<file path="src/rtl/bram_access_controller.sv">
// BRAM-side controller for the matrix multiply accelerator.
// It services the fetch_A, fetch_B and store_C requests from the accelerator
// FSM against three single-port BRAMs. It returns one-cycle ready pulses and
// keeps the row and k counters plus the sticky full and req_err flags.
//
// state | meaning
// IDLE  | waiting for a request; the only state that accepts one
// RD_A  | A read issued, counting down the BRAM read latency
// RD_B  | B read issued, counting down the BRAM read latency
// WR_C  | C write enable asserted for its single cycle
module bram_access_controller #(
  parameter int N      = 4,
  parameter int DATA_W = 8,
  parameter int ACC_W  = 20,
  parameter int ADDR_W = 4,
  parameter int RD_LAT = 1,
  localparam int IW    = (N > 1) ? $clog2(N) : 1
) (
  input  logic                clk,
  input  logic                rst,
  input  logic                start,
  input  logic                fetch_A,
  input  logic                fetch_B,
  input  logic                store_C,
  input  logic [N*ACC_W-1:0]  c_row,
  output logic                fetch_A_ready,
  output logic                fetch_B_ready,
  output logic                store_C_ready,
  output logic                full,
  output logic                req_err,
  output logic [N*DATA_W-1:0] a_row,
  output logic [N*DATA_W-1:0] b_row,
  output logic [IW-1:0]       b_index,
  output logic                bram_a_en,
  output logic [ADDR_W-1:0]   bram_a_addr,
  input  logic [N*DATA_W-1:0] bram_a_dout,
  output logic                bram_b_en,
  output logic [ADDR_W-1:0]   bram_b_addr,
  input  logic [N*DATA_W-1:0] bram_b_dout,
  output logic                bram_c_we,
  output logic [ADDR_W-1:0]   bram_c_addr,
  output logic [N*ACC_W-1:0]  bram_c_din
);

  // RD_LAT is limited to 1..3, so two bits cover the wait counter
  localparam int CW = 2;

  typedef enum logic [1:0] {IDLE, RD_A, RD_B, WR_C} state_t;

  state_t        state;
  logic [IW-1:0] row_i;
  logic [IW-1:0] k;
  logic [CW-1:0] wait_cnt;

  // A request in the same cycle as start sees the cleared counters and flag
  logic          full_eff;
  logic [IW-1:0] row_cur;
  logic [IW-1:0] k_cur;
  logic          drop;

  assign full_eff = full & ~start;
  assign row_cur  = start ? '0 : row_i;
  assign k_cur    = start ? '0 : k;

  // Flag any request that loses arbitration, arrives while busy, or is a fetch while full
  always_comb begin
    drop = 1'b0;
    if (state != IDLE)  drop = store_C | fetch_A | fetch_B;
    else if (store_C)   drop = fetch_A | fetch_B;
    else if (fetch_A)   drop = full_eff | fetch_B;
    else if (fetch_B)   drop = full_eff;
  end

  // Main FSM: request acceptance, read-latency countdown, capture and counters
  always_ff @(posedge clk) begin
    if (rst) begin
      state         <= IDLE;
      row_i         <= '0;
      k             <= '0;
      wait_cnt      <= '0;
      fetch_A_ready <= 1'b0;
      fetch_B_ready <= 1'b0;
      store_C_ready <= 1'b0;
      full          <= 1'b0;
      req_err       <= 1'b0;
      a_row         <= '0;
      b_row         <= '0;
      b_index       <= '0;
      bram_a_en     <= 1'b0;
      bram_a_addr   <= '0;
      bram_b_en     <= 1'b0;
      bram_b_addr   <= '0;
      bram_c_we     <= 1'b0;
      bram_c_addr   <= '0;
      bram_c_din    <= '0;
    end else begin
      fetch_A_ready <= 1'b0;
      fetch_B_ready <= 1'b0;
      store_C_ready <= 1'b0;
      bram_a_en     <= 1'b0;
      bram_b_en     <= 1'b0;
      bram_c_we     <= 1'b0;
      req_err       <= (req_err & ~start) | drop;

      case (state)
        IDLE: begin
          if (store_C) begin
            state       <= WR_C;
            bram_c_we   <= 1'b1;
            bram_c_addr <= ADDR_W'(row_cur);
            bram_c_din  <= c_row;
          end else if (fetch_A && !full_eff) begin
            state       <= RD_A;
            bram_a_en   <= 1'b1;
            bram_a_addr <= ADDR_W'(row_cur);
            wait_cnt    <= CW'(RD_LAT);
            k           <= '0;
          end else if (fetch_B && !full_eff) begin
            state       <= RD_B;
            bram_b_en   <= 1'b1;
            bram_b_addr <= ADDR_W'(k_cur);
            wait_cnt    <= CW'(RD_LAT);
          end
        end

        RD_A: begin
          if (wait_cnt == '0) begin
            a_row         <= bram_a_dout;
            fetch_A_ready <= 1'b1;
            state         <= IDLE;
          end else begin
            wait_cnt <= wait_cnt - CW'(1);
          end
        end

        RD_B: begin
          if (wait_cnt == '0) begin
            b_row         <= bram_b_dout;
            b_index       <= k;
            fetch_B_ready <= 1'b1;
            k             <= (k == IW'(N - 1)) ? '0 : k + IW'(1);
            state         <= IDLE;
          end else begin
            wait_cnt <= wait_cnt - CW'(1);
          end
        end

        WR_C: begin
          store_C_ready <= 1'b1;
          state         <= IDLE;
          if (row_i == IW'(N - 1)) begin
            row_i <= '0;
            full  <= 1'b1;
          end else begin
            row_i <= row_i + IW'(1);
          end
        end

        default: state <= IDLE;
      endcase

      // start wins over any counter update from a transaction finishing on this edge
      if (start) begin
        row_i <= '0;
        k     <= '0;
        full  <= 1'b0;
      end
    end
  end

endmodule
</file>
<file path="config.mk">
export PLATFORM = sky130hd
export DESIGN_NAME = bram_access_controller
export DESIGN_NICKNAME = d
export VERILOG_FILES = /design/src/rtl/bram_access_controller.sv
export SDC_FILE = /design/constraint.sdc
export NUM_CORES = 1
export LEC_CHECK = 0
export CELL_PAD_IN_SITES_DETAIL_PLACEMENT = 2
export CELL_PAD_IN_SITES_GLOBAL_PLACEMENT = 2
export CORE_MARGIN = 2
export CORE_UTILIZATION = 23
export CTS_BUF_LIST = sky130_fd_sc_hd__clkbuf_4 sky130_fd_sc_hd__clkbuf_8
export CTS_CLUSTER_DIAMETER = 30
export CTS_CLUSTER_SIZE = 40
export DETAILED_ROUTE_END_ITERATION = 12
export PLACE_DENSITY = 0.86
export SYNTH_ARGS = -nofsm -noshare
export SYNTH_HDL_FRONTEND = slang
export SYNTH_SLANG_ARGS = --single-unit
</file>
<file path="constraint.sdc">
create_clock -name clk -period 2.3 [get_ports clk]
set_input_delay 0.345 -clock clk [delete_from_list [all_inputs] [get_ports clk]]
set_output_delay 0.345 -clock clk [all_outputs]
set_load 0.01 [all_outputs]
</file>
==> results of run 1 <==
==> how the worst max path moves through the flow <==
| stage | to | cells after the start | slack, ns | startpoint |
|---|---|---|---|---|
| after floorplan | state[0] | 5 | 0.78 | state[0] |
| after global placement | wait_cnt[0] | 4 | 0.41 | store_C |
| after detailed placement | bram_c_din[39] | 5 | 0.38 | store_C |
| after CTS | bram_c_din[39] | 6 | 0.40 | state[0] |
| after global routing | wait_cnt[0] | 6 | 0.23 | state[0] |
| final | bram_c_din[39] | 6 | 0.43 | state[0] |
==> cell type report <==
type	instances	share of cell area, %
clock buffer	21	2.79
clock inverter	11	0.910
inverter	8	0.303
multi-input combinational	530	24.4
sequential	168	34.0
tap	335	4.24
timing repair buffer	330	33.3
==> per-stage QoR <==
step	power (mW)	instance area [sq um]	setup WS, ns	hold WS (ns)
floorplan	5.71	6110	0.778	0.449
global placement	7.69	9530	0.407	0.438
detailed placement	7.84	9530	0.379	0.450
CTS	9.97	9890	0.400	0.319
global route	10.4	9890	0.231	0.368
finish	9.73	9890	0.427	0.345
==> metal layers <==
| metal | global-route usage (%) | share of wire, % | up-vias |
|---|---|---|---|
| met3 | 5.13 | 6.3 | 17 |
| met1 | 19.3 | 42 | 3043 |
| met5 | 0 | 0 | - |
| met4 | 4.61 | 1.3 | 0 |
| li1 | - | - | 3024 |
| met2 | 30.7 | 51 | 202 |
==> power breakdown <==
| group | total [mW] | switching [mW] | internal, mW |
|---|---|---|---|
| Sequential | 3.78 | 0.295 | 3.48 |
| Combinational | 3.91 | 2.09 | 1.82 |
| Clock | 2.04 | 1.20 | 0.845 |
==> placed cells by master, fill, tap and decap left out, types with 4 or more instances in the layout <==
cell	netlist	routed
dfxtp_1	168	168
nand2b_1	4	4
mux2i_1	4	4
nor2_1	11	11
nand2_1	303	302
ha_1	7	7
clkinvlp_4	0	5
a21oi_1	154	154
nor3_1	4	4
clkbuf_8	0	19
buf_12	0	4
conb_1	1	6
inv_1	8	8
buf_4	15	18
nor2b_1	4	4
clkdlybuf4s50_1	0	308
==> kinds of logic (layout without fill, tap and decap cells) <==
group,Yosys count,in the layout,share of synthesized area [%]
flip-flops,168,168,55.2
multiplexers,4,4,0.658
adder cells (fa/ha/maj),7,7,1.44
buffers and inverters,67,370,5.43
AND/OR/NAND/NOR,343,343,22.6
other,1,6,0.0616
AO/OA/AOI/OAI,170,170,14.6
==> worst reg2reg max path, cell delays in order, from the launching register on <==
cell and delay [ns]:
dfxtp_1 0.37, inv_1 0.09, ha_1 0.35, nand2_2 0.42, buf_12 0.28, nand2_1 0.12, a21oi_1 0.17
==> sequential cells by signal, indices dropped and copies added (netlist names) <==
name	cells
full	1
k	2
store_C_ready	1
bram_b_en	1
bram_b_addr	2
b_index	2
a_row	32
b_row	32
req_err	1
wait_cnt	2
bram_c_din	80
bram_a_en	1
row_i	2
bram_a_addr	2
fetch_B_ready	1
bram_c_addr	2
fetch_A_ready	1
bram_c_we	1
state	2
==> impl_metrics.csv, run 1 <==
group,metric,value,unit
run_status,status,"finished, final reports clean",
worst_setup_path,cp.arrival,2.24,ns
place,place_congestion,0.727,
worst_setup_path,cp-end-kind,"flip-flop",
worst_setup_path,worstPathMaxFanout,39,
hold_path,hp-class,"input port to flip-flop",
drt,viasPerCell,4.48,
drt,drc,0,
clock_network,clock_path_buffers,2,
final_layout,antennaDiodeCount,0,
final_layout,final_nets,1212,
clock_network,cts_setup_buffers,0,
power,power_density,983,mW/mm^2
die,dieHeight,167,um
die,num_rows,59,
final_layout,seq_area,0.00336,sq mm
synth,yosys_warnings,0,
die,core_area,0.0261,sq mm
synth,synth.top_cell.area_share,55.2,%
clock_network,clk_latency,0.46,ns
run,drv_cap,0,
final_layout,drive_gt1_share,5.71,%
drt,vias,6286,
drt,drtAntennaViolNets,0,
sta,timing.slew.headroom,64.2,%
synth,synth-main-ff-cell,"dfxtp_1",
synth,synth_area,0.00609,sq mm
sta,fin_setup_tns,0,ns
worst_setup_path,r2r_setup_slack,0.43,ns
drt,wl_per_cell,17.1,um
worst_setup_path,worst_ep_required_time,2.67,ns
worst_setup_path,r2r-start,"state[0]",
synth,synth-seq-cells,168,
die,dieArea,0.0278,sq mm
die,die_x,167,um
synth,ys_async_sr_fraction,0,%
synth,synth.top_cells.by_area,"dfxtp_1 55%, nand2_1 19%, a21oi_1 13%",
worst_setup_path,critPathTopFamily,"simple AND/OR/NAND/NOR gates",
synth,yosysUniqueCellTypes,38,
clock_network,clk_pin_slew,0.09,ns
sta,period_needed,1.87,ns
sta,finalSetupViolations,0,
final_layout,syn_to_final_growth,62.5,%
global_route,grt_antenna_before_repair,0,
place,io_buffers,309,
clock_network,htree_levels,4,
clock_network,cts_resized,0,
final_layout,utilization,38.0,%
global_route,grt_overflow,0,
sta,period_share,81.4,%
worst_setup_path,slowest_delay,0.42,ns
synth,synth_common_cells,"303 x nand2_1, 168 x dfxtp_1, 154 x a21oi_1",
hold_path,whs_endpoint,"fetch_B_ready",
final_layout,fillers,2950,
hold_path,worst_hold_path.num_cells,2,
clock_network,tritoncts,"built",
die,ios,316,
worst_setup_path,path_cells,"inv_1 > ha_1 > nand2_2 > buf_12 > nand2_1 > a21oi_1",
die,start_util,23.4,%
power,p_leak,3.53,nW
final_layout,finalNonFillerCells,1403,
worst_setup_path,rr_endpoint,"bram_c_din[39]",
global_route,grt_use_total,16.9,%
worst_setup_path,reg2reg_depth,6,
drt,dr.first_iter.drc_count,289,
worst_setup_path,worstSetupPathType,"flip-flop to flip-flop",
global_route,grt_pass1_wl,37400,um
synth,avgSynthCellArea,8.01,sq um
sta,rsz0062_at_grt,"no",
clock_network,numClockSinks,168,
synth,seq_area_frac_synth,55.2,%
synth,syn_inst,760,
power,peakVddDrop,384,uV
global_route,grt_pass1_vias,6907,
worst_setup_path,worstSetupStartpointType,"flip-flop",
synth,synth_edf_count,0,
synth,synth_top_area_cell,"dfxtp_1",
clock_network,holdBufCountCts,0,
clock_network,root_buffer,"clkbuf_8",
synth,yosysMostFrequentCell,"nand2_1",
drt,wirelength,24000,um
worst_setup_path,critPathSlowestCell,"nand2_2",
clock_network,cts_inserted_buffers,17,
final_layout,multiInputGateArea,0.00242,sq mm
hold_path,hp-start,"rst",
sta,clock_skew,0.0181,ns
sta,worst_slew_pin_slew,0.537,ns
worst_setup_path,crit_buf_inv,2,
place,place_hpwl,17900,um
place,dp_cells,1371,
global_route,grt_max_degree,74,
drt,dr.pass1.iters,4,
sta,drv_slew,0,
sta,hold_viol_final,0,
sta,clock.fmax,0.534,GHz
(Power assumes the default switching activity.)
==> run 2, diff against run 1 <==
- CORE_UTILIZATION: 23 -> 19
- PLACE_DENSITY: 0.86 -> 0.76
- clock period: 2.3 -> 1.6 ns (I/O delays scaled with it)
==> impl_metrics.csv, run 2 (synthesis results as in run 1) <==
group,metric,value,unit
run_status,status,"finished, final reports clean",
drt,dr.first_iter.drc_count,178,
global_route,grt_antenna_before_repair,0,
drt,dr.pass1.iters,6,
worst_setup_path,critPathSlowestCell,"dfxtp_2",
die,dieHeight,183,um
power,power_density,1420,mW/mm^2
global_route,grt_pass1_vias,7053,
worst_setup_path,worstSetupPathType,"flip-flop to flip-flop",
worst_setup_path,worstPathMaxFanout,6,
final_layout,syn_to_final_growth,66.2,%
die,core_area,0.0316,sq mm
clock_network,htree_levels,4,
die,die_x,183,um
sta,period_needed,1.50,ns
sta,whs,0.140,ns
worst_setup_path,cp-end-kind,"flip-flop",
power,switching_share,36.7,%
final_layout,largest_reg_flops,80,
final_layout,multiInputGateArea,0.00246,sq mm
place,place_hpwl,17900,um
sta,fin_ws,0.101,ns
drt,drc,0,
final_layout,top_register,"bram_c_din",
clock_network,numClockSinks,168,
clock_network,tritoncts,"built",
clock_network,cts_inserted_buffers,17,
clock_network,clk_pin_slew,0.09,ns
final_layout,seq_area,0.00337,sq mm
global_route,grt_use_total,15.0,%
sta,hold_viol_final,0,
worst_setup_path,slowest_delay,0.33,ns
worst_setup_path,path_cells,"inv_1 > ha_4 > and2_4 > a21oi_2 > buf_4 > a211o_1 > nand2_1",
power,p_sw,5.26,mW
sta,clock_skew,0.0164,ns
drt,wl_per_cell,16.8,um
place,place_ws,-0.117,ns
final_layout,fillers,3694,
place,place_congestion,0.690,
final_layout,layout_common_cells,"302 x nand2_1, 165 x dfxtp_1, 160 x dlygate4sd2_1",
drt,viasPerCell,4.30,
final_layout,final_nets,1234,
global_route,grt_overflow,0,
final_layout,drive_gt1_share,8.27,%
global_route,grt_most_used_layer,"met2",
power,intPower,9.09,mW
power,pwr-share-clk,21.7,%
final_layout,utilization,32.1,%
drt,drtAntennaViolNets,0,
worst_setup_path,worst_ep_required_time,2.03,ns
global_route,grt_pass1_wl,38800,um
clock_network,holdBufCountCts,0,
global_route,gr-usage-met2,27.1,%
power,combPwrFrac,40.7,%
clock_network,clock_path_buffers,2,
die,dieArea,0.0335,sq mm
global_route,grtUsageMet1,16.4,%
final_layout,final_common_cell,"nand2_1",
sta,drv_slew,0,
drt,vias,6411,
sta,finalSetupViolations,0,
hold_path,hp-class,"input port to flip-flop",
power,power_frac_seq,37.6,%
power,peakVddDrop,554,uV
final_layout,top_regs,"bram_c_din x80, a_row x32, b_row x32",
worst_setup_path,worstSetupStartpointType,"flip-flop",
sta,period_share,93.7,%
run,drv_cap,0,
final_layout,antennaDiodeCount,0,
place,io_buffers,309,
global_route,use_met3,5.66,%
die,num_rows,65,
power,p_leak,4.40,nW
sta,rsz0062_at_grt,"no",
drt,wirelength,25000,um
global_route,grt_max_degree,76,
worst_setup_path,cp.arrival,1.93,ns
sta,clock.fmax,0.667,GHz
die,start_util,19.3,%
die,ios,316,
sta,fin_setup_tns,0,ns
clock_network,root_buffer,"clkbuf_8",
clock_network,clk_latency,0.48,ns
run 2: cell count changes in the layout (fill, tap and decap cells not counted), moves of 3 or more:
cell,previous run,this run
clkdlybuf4s50_1,308,148
clkinv_2,0,4
ha_1,7,4
dfxtp_1,168,165
dlygate4sd2_1,0,160
dfxtp_2,0,3
buf_12,4,12
clkinvlp_4,5,1
buf_4,18,31
run 2: what timing repair did:
| action | CTS | global route |
|---|---|---|
| pin swaps | 0 | 2 |
| hold endpoints to repair | 0 | 0 |
| setup endpoints to repair | 168 | 71 |
| gates cloned | 1 | 0 |
| resized for setup | 163 | 10 |
| setup buffers | 0 | 1 |
run 2: path summary, 6_finish.rpt:
| check | start | cells past startpoint | endpoint | slack, ns |
|---|---|---|---|---|
| setup / recovery | state[0] | 7 | wait_cnt[1] | 0.10 |
| hold / removal | rst | 4 | k[0] | 0.14 |
| setup reg to reg | state[0] | 7 | wait_cnt[1] | 0.10 |
| hold reg to reg | bram_c_din[39] | 2 | bram_c_din[39] | 0.46 |
run 2: power groups by stage:
| stage | registers [mW] | clock network, mW | logic [mW] |
|---|---|---|---|
| CTS | 5.40 | 3.30 | 5.90 |
| global placement | 5.47 | 0 | 6.06 |
| floorplan | 5.85 | 0 | 2.36 |
| detailed placement | 5.53 | 0 | 6.21 |
| finish | 5.39 | 3.11 | 5.84 |
| global route | 5.51 | 3.47 | 6.48 |
run 2: per-layer routing:
layer / vias up / wire, um
li1: 3069 / -
met4: 0 / 455
met5: - / 0
met2: 212 / 12500
met3: 25 / 1960
met1: 3105 / 10100
run 2: worst max-delay path: cells and delay by family (launching register included):
family,cells,cell delay [ns]
AOI/OAI and AO/OA,2,0.36
adders and majority gates,1,0.19
DFF,1,0.33
and+or+nand+nor,2,0.30
buffers and inverters,2,0.25
run 2: cell type report:
class	count	area share [%]
sequential	168	33.3
clock buffer	19	2.52
tap	402	4.97
clock inverter	11	1.21
timing repair buffer	352	33.4
inverter	8	0.297
multi-input combinational	530	24.3
run 2: metrics by stage:
stage,power (mW),std cells,area [sq um]
6_report,14.3,1490,10100
5_1_grt,15.5,1490,10100
4_1_cts,14.6,1489,10100
3_5_place_dp,11.7,1458,9860
3_3_place_gp,11.5,1458,9860
2_1_floorplan,8.21,765,6110
==> run 3, diff against run 2 <==
- CORE_UTILIZATION: 19 -> 21
- PLACE_DENSITY: 0.76 -> 0.79
- SETUP_SLACK_MARGIN: unset -> 0.02
- clock period: 1.6 -> 1.5 ns (I/O delays scaled with it)
==> impl_metrics.csv, run 3 (synthesis results as in run 1) <==
group,metric,value,unit
run,drv_cap,0,
worst_setup_path,cp-end-kind,"flip-flop",
worst_setup_path,r2r_setup_slack,0.02,ns
drt,viasPerCell,4.32,
final_layout,top_register,"bram_c_din",
clock_network,htree_levels,4,
place,place_ws,-0.250,ns
run_status,status,"finished, final reports clean",
global_route,grt_antenna_before_repair,0,
global_route,grt_pass1_wl,39400,um
sta,clock.fmax,0.677,GHz
final_layout,drive_gt1_share,9.52,%
global_route,grt_max_degree,55,
final_layout,utilization,35.6,%
hold_path,hp-class,"input port to flip-flop",
die,ios,316,
drt,drtAntennaViolNets,0,
worst_setup_path,rr_endpoint,"state[0]",
sta,rsz0062_at_grt,"yes",
die,core_area,0.0286,sq mm
worst_setup_path,slowest_delay,0.50,ns
hold_path,worst_hold_path.num_cells,3,
clock_network,clk_latency,0.45,ns
power,power_density,1520,mW/mm^2
place,placed_cell_area,0.00979,sq mm
drt,drc,0,
sta,drv_slew,0,
worst_setup_path,path_cells,"inv_2 > ha_4 > buf_6 > nand2_2 > or4_4 > o31ai_2",
final_layout,syn_to_final_growth,67.3,%
worst_setup_path,worstSetupPathType,"flip-flop to flip-flop",
hold_path,hp-start,"bram_b_dout[4]",
sta,whs,0.315,ns
global_route,grt_overflow,0,
sta,hold_viol_final,0,
global_route,grt_pass1_vias,7014,
global_route,grt_use_total,16.6,%
worst_setup_path,worstPathMaxFanout,6,
sta,clock_skew,0.0125,ns
worst_setup_path,cp.arrival,1.83,ns
drt,wl_per_cell,17.7,um
clock_network,clock_path_buffers,2,
die,dieArea,0.0304,sq mm
clock_network,numClockSinks,168,
drt,dr.pass1.iters,4,
final_layout,final_nets,1237,
worst_setup_path,worst_ep_required_time,1.85,ns
place,io_buffers,309,
sta,fin_setup_tns,0,ns
final_layout,largest_reg_flops,80,
die,num_rows,62,
drt,wirelength,26100,um
clock_network,root_buffer,"clkbuf_8",
die,dieHeight,174,um
place,dp_cells,1437,
die,die_x,174,um
sta,finalSetupViolations,0,
final_layout,final_area,0.0102,sq mm
die,start_util,21.3,%
sta,fin_ws,0.0237,ns
worst_setup_path,r2r-start,"state[1]",
final_layout,antennaDiodeCount,0,
clock_network,tritoncts,"built",
sta,period_needed,1.48,ns
place,place_hpwl,18400,um
worst_setup_path,critPathSlowestCell,"or4_4",
final_layout,finalNonFillerCells,1477,
worst_setup_path,critPathTopFamily,"simple AND/OR/NAND/NOR gates",
worst_setup_path,reg2reg_depth,6,
worst_setup_path,worstSetupStartpointType,"flip-flop",
place,place_congestion,0.781,
drt,dr.first_iter.drc_count,191,
power,peakVddDrop,552,uV
drt,vias,6382,
clock_network,clk_pin_slew,0.10,ns
worst_setup_path,crit_buf_inv,2,
final_layout,layout_common_cells,"301 x nand2_1, 166 x dfxtp_1, 159 x dlygate4sd2_1",
final_layout,final_common_cell,"nand2_1",
power,p_leak,4.42,nW
power,power,15.5,mW
sta,period_share,98.4,%
clock_network,cts_inserted_buffers,17,
hold_path,whs_endpoint,"b_row[4]",
final_layout,top_regs,"bram_c_din x80, a_row x32, b_row x32",
[run 3: cell types whose count changed in the layout (fill, tap and decap cells not counted), sizes merged]
cell / delta
clkbuf: +5
clkinv: -4
clkinvlp: +4
inv: +2
buf: -1
bufinv: -1
dlygate4sd2: -1
dlygate4sd3: +1
[run 3: per-layer routing]
metal	vias up	GRT usage (%)	wire length, um
met4	0	4.55	368
met5	-	0	0
met1	3072	18.6	10500
li1	3082	-	-
met3	20	5.38	1830
met2	208	29.9	13400
[run 3: cell type report]
class	count	area (sq um)
fillers	3295	18400
repair buffers	355	3420
flip-flops and latches	168	3370
multi-input cells	530	2510
well taps	384	480
clock buffers	20	256
clock inverters	12	116
inverters	8	30.0
[run 3: tightest hold or removal path, cell delays in order]
cell and delay [ns]:
clkdlybuf4s50_1 0.40, nand2_1 0.06, a21oi_1 0.05
[run 3: power by group]
| group | switching (mW) | total [mW] | internal [mW] | leakage (nW) |
|---|---|---|---|---|
| Clock | 1.83 | 3.22 | 1.39 | 0.177 |
| Sequential | 0.395 | 5.74 | 5.34 | 1.37 |
| Combinational | 3.60 | 6.56 | 2.95 | 2.87 |
| Total | 5.83 | 15.5 | 9.68 | 4.42 |
[run 3: repair_timing]
action,CTS,global route
resized for setup,172,20
pin swaps,2,6
buffers inserted,2,2
endpoints found under the setup margin,191,81
endpoints found under the hold margin,1,0
hold buffers,1,0
cloned,0,3
[run 3: worst max-delay path by stage]
stage / to / from / slack, ns / cells past startpoint
3_5_place_dp: bram_c_din[7] / store_C / -0.25 / 5
5_1_grt: state[0] / state[1] / -0.04 / 6
3_3_place_gp: state[0] / store_C / -0.18 / 5
4_1_cts: state[0] / state[0] / 0.02 / 6
2_1_floorplan: wait_cnt[0] / state[0] / 0.04 / 7
6_report: state[0] / state[1] / 0.02 / 6
